$ cat src/rtl/bcd_conv_seq.sv
// Sequential binary-to-BCD converter (double dabble, one input bit per clock)
// with a start/busy/done handshake, sticky overflow and leading-zero blanking.
module bcd_conv_seq #(
    parameter int DATA_W = 20,
    parameter int DIGITS = 6
) (
    input  logic                  sys_clk,
    input  logic                  sys_rst,
    input  logic                  start,
    input  logic [DATA_W-1:0]     data,
    output logic                  busy,
    output logic                  done,
    output logic [4*DIGITS-1:0]   bcd,
    output logic                  overflow,
    output logic [DIGITS-1:0]     blank_mask
);

    localparam int ACC_W = 4 * DIGITS;
    localparam int CNT_W = $clog2(DATA_W + 1);
    localparam logic [CNT_W-1:0]  LAST_SHIFT = CNT_W'(DATA_W - 1);
    localparam logic [DIGITS-1:0] MASK_RST   = {DIGITS{1'b1}} << 1;

    typedef enum logic [1:0] {
        IDLE,
        SHIFT,
        DONE
    } state_t;

    state_t              state_q, state_d;
    logic [DATA_W-1:0]   bin_q, bin_d;
    logic [ACC_W-1:0]    acc_q, acc_d;
    logic                ovfWork_q, ovfWork_d;
    logic [CNT_W-1:0]    cnt_q, cnt_d;
    logic [ACC_W-1:0]    bcd_q, bcd_d;
    logic                ovfOut_q, ovfOut_d;
    logic [DIGITS-1:0]   mask_q, mask_d;
    logic                done_q, done_d;

    logic [ACC_W-1:0]    accAdj;
    logic [DIGITS-1:0]   maskCalc;
    logic                allZero;
    logic                accept;

    // Add-3 correction applied to every digit before it is doubled by the shift.
    always_comb begin
        accAdj = acc_q;
        for (int i = 0; i < DIGITS; i++) begin
            if (acc_q[4*i +: 4] >= 4'd5) begin
                accAdj[4*i +: 4] = acc_q[4*i +: 4] + 4'd3;
            end
        end
    end

    // Walk from the top digit down; a digit is blanked while everything above it is zero.
    always_comb begin
        allZero  = 1'b1;
        maskCalc = '0;
        for (int i = DIGITS - 1; i >= 0; i--) begin
            allZero     = allZero & (acc_q[4*i +: 4] == 4'd0);
            maskCalc[i] = allZero;
        end
        maskCalc[0] = 1'b0;
    end

    assign accept = start && (state_q != SHIFT);

    // Next-state logic: results are published while leaving DONE, so a
    // back-to-back accept on that same edge cannot disturb them.
    always_comb begin
        state_d   = state_q;
        bin_d     = bin_q;
        acc_d     = acc_q;
        ovfWork_d = ovfWork_q;
        cnt_d     = cnt_q;
        bcd_d     = bcd_q;
        ovfOut_d  = ovfOut_q;
        mask_d    = mask_q;
        done_d    = 1'b0;

        case (state_q)
            IDLE: begin
                if (accept) begin
                    state_d = SHIFT;
                end
            end
            SHIFT: begin
                acc_d     = {accAdj[ACC_W-2:0], bin_q[DATA_W-1]};
                bin_d     = bin_q << 1;
                ovfWork_d = ovfWork_q | accAdj[ACC_W-1];
                cnt_d     = cnt_q + CNT_W'(1);
                if (cnt_q == LAST_SHIFT) begin
                    state_d = DONE;
                end
            end
            DONE: begin
                bcd_d    = acc_q;
                ovfOut_d = ovfWork_q;
                mask_d   = maskCalc;
                done_d   = 1'b1;
                state_d  = accept ? SHIFT : IDLE;
            end
            default: begin
                state_d = IDLE;
            end
        endcase

        if (accept) begin
            bin_d     = data;
            acc_d     = '0;
            ovfWork_d = 1'b0;
            cnt_d     = '0;
        end
    end

    always_ff @(posedge sys_clk) begin
        if (sys_rst) begin
            state_q   <= IDLE;
            bin_q     <= '0;
            acc_q     <= '0;
            ovfWork_q <= 1'b0;
            cnt_q     <= '0;
            bcd_q     <= '0;
            ovfOut_q  <= 1'b0;
            mask_q    <= MASK_RST;
            done_q    <= 1'b0;
        end else begin
            state_q   <= state_d;
            bin_q     <= bin_d;
            acc_q     <= acc_d;
            ovfWork_q <= ovfWork_d;
            cnt_q     <= cnt_d;
            bcd_q     <= bcd_d;
            ovfOut_q  <= ovfOut_d;
            mask_q    <= mask_d;
            done_q    <= done_d;
        end
    end

    assign busy       = (state_q == SHIFT);
    assign done       = done_q;
    assign bcd        = bcd_q;
    assign overflow   = ovfOut_q;
    assign blank_mask = mask_q;

endmodule

$ cat config.mk
export PLATFORM = sky130hd
export DESIGN_NAME = bcd_conv_seq
export DESIGN_NICKNAME = d
export VERILOG_FILES = /design/src/rtl/bcd_conv_seq.sv
export SDC_FILE = /design/constraint.sdc
export NUM_CORES = 1
export LEC_CHECK = 0
export CELL_PAD_IN_SITES_DETAIL_PLACEMENT = 2
export CELL_PAD_IN_SITES_GLOBAL_PLACEMENT = 2
export CORE_ASPECT_RATIO = 0.8
export CORE_UTILIZATION = 35
export DETAILED_ROUTE_END_ITERATION = 8
export GPL_TIMING_DRIVEN = 0
export PLACE_DENSITY = 0.95
export SLEW_MARGIN = 20
export SYNTH_ARGS = -nofsm -noshare
export SYNTH_HDL_FRONTEND = slang
export SYNTH_SLANG_ARGS = --single-unit
$ cat constraint.sdc
create_clock -name sys_clk -period 3.07 [get_ports sys_clk]
set_input_delay 0.614 -clock sys_clk [delete_from_list [all_inputs] [get_ports sys_clk]]
set_output_delay 0.614 -clock sys_clk [all_outputs]
set_load 0.02 [all_outputs]
# Word level (Yosys, flattened, before mapping)

Index checks and enable logic that the tools add are counted.
W data, S select, Z words.

Add/subtract/negate cells: 7
Order comparisons: 6
Reduce and logical (&&, ||, !) cells: 10
Bitwise logic cells: 5
Mux-type cells: 13
Eq/ne operators: 6

Operator list:

| cell                  | count |
|---|---|
| $mux W20              | 2 |
| $add A4 B2 Y4 const B | 6 |
| $ge A4 B3 Y1 const B  | 6 |
| $mux W4               | 6 |
| $logic_not A4 Y1      | 5 |
| $pmux W2 S3           | 1 |
| $add A5 B1 Y5 const B | 1 |
| $eq A5 B5 Y1 const B  | 1 |
| $and A1 B1 Y1         | 4 |
| $mux W2               | 2 |
| $ne A2 B1 Y1 const B  | 2 |
| $eq A2 B1 Y1 const B  | 1 |
| $eq A2 B2 Y1 const B  | 1 |
| $logic_not A2 Y1      | 1 |
| $mux W1               | 2 |
| $ne A2 B2 Y1 const B  | 1 |
| $reduce_and A2 Y1     | 1 |
| $reduce_bool A2 Y1    | 1 |
| $reduce_or A2 Y1      | 1 |
| $logic_and A1 B1 Y1   | 1 |
| $or A1 B1 Y1          | 1 |

Logic and storage cells: 56
Input bits: 23
Output and inout bits: 33
Register bits: 83

# Logic depth before layout (Yosys ltp)

Gate-level depths: netlist of the first run.

Word-level depth: 5
Gate-level depth with buffers: 6
Mapped depth without buffers: 6

# Least setup slack after synthesis of the first run

Ideal clock, no wire load.

Path kind: flip-flop to flip-flop
From: register acc_q[20]
To: register mask_q[1], in the netlist blank_mask[1]
Required time: 3.003 ns
Path buffers: 0
Arrival: 1.637 ns
Slack: 1.366 ns
Library setup time: 0.067 ns
Stages on the path, launching flop included: 7
Clock period less this slack: 1.704 ns
Cell sequence: dfxtp_1 -> inv_1 -> ha_1 -> nand2b_1 -> or3_4 -> or4_4 -> o21ai_2

Word-level cells in the longest chain between the ends: 5

Ends and longest elaborated chain:

| item                       | line | RTL |
|---|---|---|
| start: declaration         | 31   | `logic [ACC_W-1:0] acc_q, acc_d;` |
| start signal: assignment   | 119  | `acc_q <= '0;` |
| start signal: assignment   | 129  | `acc_q <= acc_d;` |
| $logic_not A4 Y1           | 59   | `allZero = allZero & (acc_q[4*i +: 4] == 4'd0);` |
| $and A1 B1 Y1 (4 in a row) | 59   |  |
| end signal: assignment     | 134  | `mask_q <= mask_d;` |
| end: declaration           | 36   | `logic [DIGITS-1:0] mask_q, mask_d;` |

Every way passes these cells.
A chain may end at the register's enable or synchronous reset.

# Worst setup path in the final report of the first run

From: register state_q[0]
To: output busy

Word-level cells in the longest chain between the ends: 1

Ends and longest elaborated chain:

| item                     | line | RTL |
|---|---|---|
| start: declaration       | 29   | `state_t state_q, state_d;` |
| start signal: assignment | 127  | `state_q <= state_d;` |
| $eq A2 B1 Y1             | 139  | `assign busy = (state_q == SHIFT);` |
| end: declaration         | 11   | `output logic busy,` |

Every way passes these cells.

==> metrics.txt, run 1 <==
final cycle utilization of the critical path=0.918; CTS root buffer=clkbuf_16; Area Overhead vs Synth=27.3%; largest net degree at the start of global routing=15; wire length on met3=518 um; per-cell routed wire length=22.7 um; antenna violations before repair=0; total routed wirelength=14.3 mm; synthesized area per cell=8.72 um2; hpwl dp=9.21 mm; P per Cell Area=534 nW/um2; Post-Route M1 WL=5.81 mm; synthesized cell area=3670 um2; first-pass GRT wire length=22.4 mm; max frequency=355 MHz; first-pass iteration count of the detailed router=4; TritonCTS Buffers=9; Seq/Total Area, Yosys=0.453; Final Hold Viols=0; Fin Setup TNS=0 ns; Site Rows=33; status=complete, no violations; worst setup path class=reg2out; Pins Over Slew Limit=0; CTS H-tree lvls=3; initial core utilization=0.358; gr usage total=0.283; RSZ-0062 raised after global routing=false; n_diodes=0; Final #Nets=524; iteration-0 DRC count of the detailed router=138; total power=2.49 mW; Top Layer Used=met4; Antenna Violating Nets Remaining=0; hold depth=2; final setup vio count=0; Worst-Margin Slew=0.886 ns; Layout fillers=1166; Slew HR=0.407; hold_sp=bcd[18]$_SDFFE_PP0N_; crit path max fanout=13; vias in the first global route=4050; HP Class=reg2reg; design area=4670 um2; DR vias/cell=5.52; critical path arrival=2.20 ns; DR WL met2=7.22 mm; die area=10900 um2; Worst Skew=0.00785 ns; Core ar.=10200 um2; Synth Warn #=0; Worst Reg2Reg Path Length in Cells=6; DR vias=3469; CTS resizes=0; r2r endpoint=cnt_q[3]$_SDFFE_PP0P_; gp weighted congestion=0.806; I/O pins=56; hold path endpoint=bcd[18]$_SDFFE_PP0N_; Chip Height=93.6 um; post-synth cell types=37; CP max stage delay=0.72 ns; r2r setup slk=0.78 ns; WHS=0.457 ns; layout cells sized above 1=0.0511; startpoint type of the worst setup path=flip-flop; CP endpoint kind=primary output; Peak VDD IR=0.250 mV; Post-Synthesis Cells=421; Worst-Skew Late Latency=0.35 ns; cell area after placement=4380 um2; number of synthesized register bits=83; Net Count, Synth=461; die width=116 um; slowest CP cell=clkdlybuf4s50_1; CTS tree=built; Post-CTS Setup Inserts=0; # DRC=0; Worst-path clk slew=0.06 ns; CTS Hold Buffers Added=0; global route overflow=0; PortBufs=53; MaxCap Viol Count=0; Cell Chain, Critical Path=or2b_1, inv_1, clkdlybuf4s50_1; fin crit period=2.82 ns; leakage power=1.70 nW; CTS Buffer Depth=2; worst reg2reg path startpoint=state_q[0]$_SDFFE_PP0P_; Critical Path RT=2.46 ns; clk sink count=83
where the power goes:
group | internal [mW] | total, mW | switching (mW)
combinational | 0.0935 | 0.253 | 0.160
clock | 0.627 | 1.10 | 0.470
sequential | 1.11 | 1.14 | 0.0314
flip-flops by register name (all words and copies together) (netlist names):
name,flops
state_q,2
overflow,1
acc_q,24
done,1
bin_q,20
cnt_q,5
blank_mask,5
ovfWork_q,1
bcd,24
critical path: cells and delay by family (launching register included):
kind | cells | cell delay [ns]
flip-flops | 1 | 0.40
AND/OR/NAND/NOR | 1 | 0.28
buffers and inverters | 2 | 1.17
Yosys cell counts (all sizes together):
library cell / n / area (um2)
a2111oi: 4 / 35.0
a211oi: 27 / 203
a21o: 1 / 7.51
a21oi: 44 / 220
a221o: 1 / 10.0
a22o: 9 / 78.8
a31oi: 1 / 6.26
and2b: 1 / 7.51
buf: 5 / 32.5
clkbuf: 26 / 97.6
conb: 1 / 3.75
dfxtp: 83 / 1660
ha: 17 / 213
inv: 13 / 48.8
mux2i: 22 / 220
nand2: 60 / 225
nand2b: 10 / 70.1
nand3: 7 / 35.0
nand4: 2 / 12.5
nand4bb: 1 / 11.3
nor2: 39 / 146
nor2b: 1 / 6.26
nor3: 4 / 20.0
nor3b: 9 / 67.6
nor4: 4 / 25.0
o21ai: 15 / 78.8
o31a: 1 / 8.76
or2b: 1 / 7.51
or3: 1 / 11.3
or4: 1 / 11.3
xnor2: 7 / 61.3
xor2: 3 / 26.3
through the flow:
stage                     std cells  setup WS, ns  utilization
after global placement          614         0.288        0.427
after CTS                       629         0.214        0.456
final                           629         0.252        0.456
after floorplan                 421          1.37            -
after detailed placement        614         0.374        0.428
after global routing            629         0.183        0.456
logic make-up after synthesis:
kind of cell | after synthesis | share of synthesized area
adders and majority gates | 17 | 0.0580
other | 1 | 0.00102
and+or+nand+nor | 141 | 0.179
muxes | 22 | 0.0600
DFF | 83 | 0.453
xor gates and xnor gates | 10 | 0.0239
buffers and inverters | 44 | 0.0488
AOI/OAI and AO/OA | 103 | 0.177
routing by layer:
layer,vias up,global-route usage
li1,1584,-
met1,1717,0.313
met2,108,0.494
met3,60,0.0596
met4,0,0.178
met5,-,0
layout by cell type (no fill, tap or decap), types with 2 or more instances in the layout:
master           Yosys  routed
a21oi_1             44      44
nor3_1               4       3
a22o_1               9       9
inv_1               13      13
a211oi_1            27      27
nand4_1              2       2
clkdlybuf4s50_1      0      53
buf_2                2       2
dfxtp_1             83      83
nand2_1             60      60
nor4_1               4       4
mux2i_1             22      22
clkinv_2             0       3
nand2b_1             9       9
ha_1                17      17
nor2_1              39      39
clkinvlp_4           0       2
clkbuf_16            0       9
a2111oi_0            4       4
nand3_1              7       7
xor2_1               3       3
clkbuf_1            26      25
o21ai_0             14      14
nor3b_1              9       9
xnor2_1              7       7
layout make-up:
| type | count | area, um2 | share of cell area |
|---|---|---|---|
| buffer | 30 | 126 | 0.0271 |
| clock buffer | 9 | 225 | 0.0482 |
| clock inverter | 7 | 68.8 | 0.0147 |
| inverter | 13 | 48.8 | 0.0104 |
| multi-input combinational | 294 | 1830 | 0.393 |
| sequential | 83 | 1660 | 0.356 |
| tap | 140 | 175 | 0.0375 |
| timing repair buffer | 53 | 531 | 0.114 |
worst max path at each step:
stage / from / to / slack, ns / cells past startpoint
6_report: state_q[0]$_SDFFE_PP0P_ / busy / 0.25 / 3
5_1_grt: state_q[0]$_SDFFE_PP0P_ / busy / 0.18 / 3
4_1_cts: state_q[0]$_SDFFE_PP0P_ / busy / 0.21 / 3
3_5_place_dp: state_q[0]$_SDFFE_PP0P_ / busy / 0.37 / 4
3_3_place_gp: sys_rst / acc_q[9]$_SDFFE_PP0P_ / 0.29 / 4
2_1_floorplan: acc_q[20]$_SDFFE_PP0P_ / blank_mask[1]$_SDFFE_PP1N_ / 1.37 / 6
(Power assumes the default switching activity.)
==> run 2: changes to the inputs <==
--- a/config.mk
+++ b/config.mk
@@ -8,6 +8,7 @@
 export CELL_PAD_IN_SITES_DETAIL_PLACEMENT = 2
 export CELL_PAD_IN_SITES_GLOBAL_PLACEMENT = 2
 export CORE_ASPECT_RATIO = 0.8
+export CORE_MARGIN = 3
 export CORE_UTILIZATION = 35
 export DETAILED_ROUTE_END_ITERATION = 8
 export GPL_TIMING_DRIVEN = 0
==> metrics.txt, run 2 (synthesis results as in run 1) <==
first-pass iteration count of the detailed router=4; DR vias=3514; n_diodes=0; most common cell after layout, fill and taps aside=dfxtp_1; Fin Setup TNS=0 ns; CTS tree=built; Area Overhead vs Synth=27.2%; HP Class=reg2reg; largest net degree at the start of global routing=14; Layout fillers=1125; Antenna Violating Nets Remaining=0; worst setup path class=reg2out; Switch Pwr=0.666 mW; I/O pins=56; WHS=0.453 ns; TritonCTS Buffers=9; most frequent cells in the layout=83 x dfxtp_1, 60 x nand2_1, 53 x clkdlybuf4s50_1, 44 x a21oi_1, 39 x nor2_1; PortBufs=53; hpwl dp=9.17 mm; MaxCap Viol Count=0; DP Worst Slack=0.418 ns; CTS Buffer Depth=2; PnR worst setup slack=0.224 ns; clk sink count=83; per-cell routed wire length=24.6 um; total routed wirelength=15.4 mm; critical path arrival=2.23 ns; DR vias/cell=5.62; Final Core Density=0.470; Worst-Margin Slew=0.830 ns; leakage power=1.70 nW; crit path max fanout=13; die area=11800 um2; layout cells sized above 1=0.0470; CTS root buffer=clkbuf_16; Final #Nets=524; startpoint type of the worst setup path=flip-flop; Non-Filler Instances=625; CTS resizes=0; Critical Path RT=2.46 ns; Site Rows=32; antenna violations before repair=0; Worst-path clk slew=0.06 ns; CTS Hold Buffers Added=0; max frequency=351 MHz; P per Cell Area=541 nW/um2; CTS H-tree lvls=3; final cycle utilization of the critical path=0.927; Core ar.=9930 um2; Chip Height=97.6 um; Multi-input gate area=1830 um2; Slew HR=0.444; total power=2.52 mW; Reg area=1660 um2; die width=120 um; initial core utilization=0.370; Worst-Skew Late Latency=0.36 ns; Comb pwr share=0.103; Int Pwr=1.86 mW; design area=4670 um2; # DRC=0; vias in the first global route=4059; gp weighted congestion=0.817; CP endpoint kind=primary output; global route overflow=0; gr usage total=0.269; iteration-0 DRC count of the detailed router=177; Final Hold Viols=0; status=complete, no violations; fin crit period=2.85 ns; Clock Power Share=0.443; sw frac=0.264; Pins Over Slew Limit=0; first-pass GRT wire length=24.0 mm; placed cells=610; Peak VDD IR=0.293 mV; Flop pwr share=0.454; RSZ-0062 raised after global routing=false; Post-CTS Setup Inserts=0; cell area after placement=4380 um2; final setup vio count=0; Worst Skew=0.00669 ns
-- run 2: cell types whose count changed in the layout (fill, tap and decap cells not counted) --
cell,delta
clkinv_2,-2
clkbuf_8,+1
clkbuf_1,+2
clkinv_4,-1
-- run 2: path summary, 6_finish.rpt --
check	startpoint	end	slack, ns	depth (start not counted)
worst max-delay path	state_q[0]$_SDFFE_PP0P_	busy	0.22	3
worst min-delay path	overflow$_SDFFE_PP0N_	overflow$_SDFFE_PP0N_	0.45	2
worst max register to register	state_q[0]$_SDFFE_PP0P_	cnt_q[4]$_SDFFE_PP0P_	0.73	6
worst min register to register	overflow$_SDFFE_PP0N_	overflow$_SDFFE_PP0N_	0.45	2
-- run 2: critical path: stages (launching register included) --
cell             delay (ns)
dfxtp_1                0.40
or2b_1                 0.29
inv_1                  0.46
clkdlybuf4s50_1        0.72
-- run 2: power by group through the flow --
stage	sequential (mW)	clock [mW]	combinational, mW
2_1_floorplan	1.15	0	0.145
3_5_place_dp	1.16	0	0.239
3_3_place_gp	1.16	0	0.220
6_report	1.15	1.12	0.261
5_1_grt	1.15	1.18	0.281
4_1_cts	1.14	1.12	0.259
-- run 2: area by class of cell --
class	instances	share of cell area
Inverter	13	0.0105
Timing Repair Buffer	53	0.114
Buffer	30	0.0271
Sequential cell	83	0.356
Multi-Input combinational cell	294	0.393
Tap cell	136	0.0365
Clock buffer	12	0.0528
Clock inverter	4	0.0107
-- run 2: routing by layer --
| metal | track usage | vias to the layer above | part of all wire |
|---|---|---|---|
| li1 | - | 1578 | - |
| met1 | 0.303 | 1782 | 0.41 |
| met2 | 0.483 | 112 | 0.52 |
| met3 | 0.0623 | 42 | 0.042 |
| met4 | 0.111 | 0 | 0.025 |
| met5 | 0 | - | 0 |
==> run 3: changes to the inputs <==
--- a/config.mk
+++ b/config.mk
@@ -11,8 +11,8 @@
 export CORE_MARGIN = 3
 export CORE_UTILIZATION = 35
 export DETAILED_ROUTE_END_ITERATION = 8
-export GPL_TIMING_DRIVEN = 0
-export PLACE_DENSITY = 0.95
+export PLACE_DENSITY = 0.83
+export SKIP_LAST_GASP = 1
 export SLEW_MARGIN = 20
 export SYNTH_ARGS = -nofsm -noshare
 export SYNTH_HDL_FRONTEND = slang
==> metrics.txt, run 3 (synthesis results as in run 1) <==
status=complete, no violations; Worst-Margin Slew=0.914 ns; Worst-Skew Late Latency=0.35 ns; final setup vio count=0; leakage power=1.71 nW; CTS H-tree lvls=3; Peak VDD IR=0.312 mV; gp weighted congestion=0.764; startpoint type of the worst setup path=flip-flop; DP Worst Slack=0.785 ns; CTS Hold Buffers Added=0; RSZ-0062 raised after global routing=false; final cycle utilization of the critical path=0.788; TritonCTS Buffers=9; worst setup path class=reg2out; most frequent cells in the layout=83 x dfxtp_1, 60 x nand2_1, 53 x clkdlybuf4s50_1, 44 x a21oi_1, 39 x nor2_1; critical path arrival=1.81 ns; Cell Chain, Critical Path=or2b_2, inv_1, clkdlybuf4s50_1; global route overflow=0; total routed wirelength=10.9 mm; max frequency=413 MHz; Post-Route M1 WL=4.90 mm; Flop pwr share=0.435; fin crit period=2.42 ns; CP max stage delay=0.66 ns; Final Hold Viols=0; crit path max fanout=4; n_diodes=0; PortBufs=54; largest net degree at the start of global routing=64; CTS root buffer=clkbuf_16; most common cell after layout, fill and taps aside=dfxtp_1; layout cells sized above 1=0.0581; HP Class=reg2reg; PnR worst setup slack=0.651 ns; DR WL met2=5.41 mm; Clock Power Share=0.481; antenna violations before repair=0; CTS resizes=0; initial core utilization=0.370; MaxCap Viol Count=0; Final #Nets=500; hpwl dp=6.73 mm; Non-Filler Instances=601; Top delay family on crit path=buffers and inverters; WHS=0.450 ns; die width=120 um; Buf/Inv on CP=2; Top Layer Used=met4; first-pass iteration count of the detailed router=4; Int Pwr=2.02 mW; Switch Pwr=0.610 mW; P per Cell Area=567 nW/um2; wire length on met3=392 um; clk sink count=83; slowest CP cell=clkdlybuf4s50_1; Antenna Violating Nets Remaining=0; DR vias=3175; Post-CTS Setup Inserts=0; CTS Buffer Depth=2; gr usage total=0.193; CP endpoint kind=primary output; # DRC=0; sw frac=0.232; Fin Setup TNS=0 ns; placed cells=585; Chip Height=97.6 um; Area Overhead vs Synth=26.2%; Core ar.=9930 um2; Critical Path RT=2.46 ns; first-pass GRT wire length=18.1 mm; Worst-path clk slew=0.06 ns; die area=11800 um2; total power=2.63 mW; I/O pins=56; Slew HR=0.391; Comb pwr share=0.084; DR vias/cell=5.28; Site Rows=32; Worst Skew=0.00632 ns; Pins Over Slew Limit=0; per-cell routed wire length=18.1 um; CTS tree=built; vias in the first global route=3425; iteration-0 DRC count of the detailed router=163
-- run 3: changes by cell type in the layout (fill, tap and decap cells not counted), moves of 2 or more --
cell / before / now
clkbuf_1: 27 / 1
buf_4: 1 / 5
clkinvlp_4: 2 / 0
bufinv_16: 1 / 3
-- run 3: through the flow --
stage	cell area, um2	util
5_1_grt	4630	0.466
2_1_floorplan	3670	-
3_5_place_dp	4280	0.431
3_3_place_gp	4280	0.431
4_1_cts	4630	0.466
6_report	4630	0.466
-- run 3: worst paths after layout --
path                                               from  slack, ns                          to  cells past startpoint
worst max-delay path            state_q[0]$_SDFFE_PP0P_       0.65                        busy                      3
worst min-delay path             bin_q[19]$_SDFFE_PP0P_       0.45       acc_q[0]$_SDFFE_PP0P_                      2
worst max register to register   acc_q[21]$_SDFFE_PP0P_       1.09  blank_mask[1]$_SDFFE_PP1N_                      6
worst min register to register   bin_q[19]$_SDFFE_PP0P_       0.45       acc_q[0]$_SDFFE_PP0P_                      2
-- run 3: power by group through the flow --
stage	combinational (mW)	clock, mW	sequential (mW)
2_1_floorplan	0.145	0	1.15
3_3_place_gp	0.202	0	1.16
3_5_place_dp	0.213	0	1.17
4_1_cts	0.222	1.29	1.14
5_1_grt	0.245	1.34	1.15
6_report	0.220	1.26	1.14
-- run 3: area by class of cell --
class	count	area (um2)
Fill cell	1108	5300
Multi-Input combinational cell	294	1840
Sequential cell	83	1660
Timing Repair Buffer	59	573
Clock buffer	11	243
Tap cell	136	170
Clock inverter	5	100
Inverter	13	48.8
-- run 3: layer usage --
metal / up-vias / track usage
li1: 1529 / -
met5: - / 0
met4: 0 / 0.0636
met2: 44 / 0.325
met3: 17 / 0.0536
met1: 1585 / 0.236
-- run 3: worst register-to-register path, stage by stage, from the launching register on --
cell	delay, ns
dfxtp_1	0.34
inv_1	0.12
ha_1	0.27
nand2b_1	0.14
or3_4	0.37
or4_4	0.54
o21ai_2	0.13
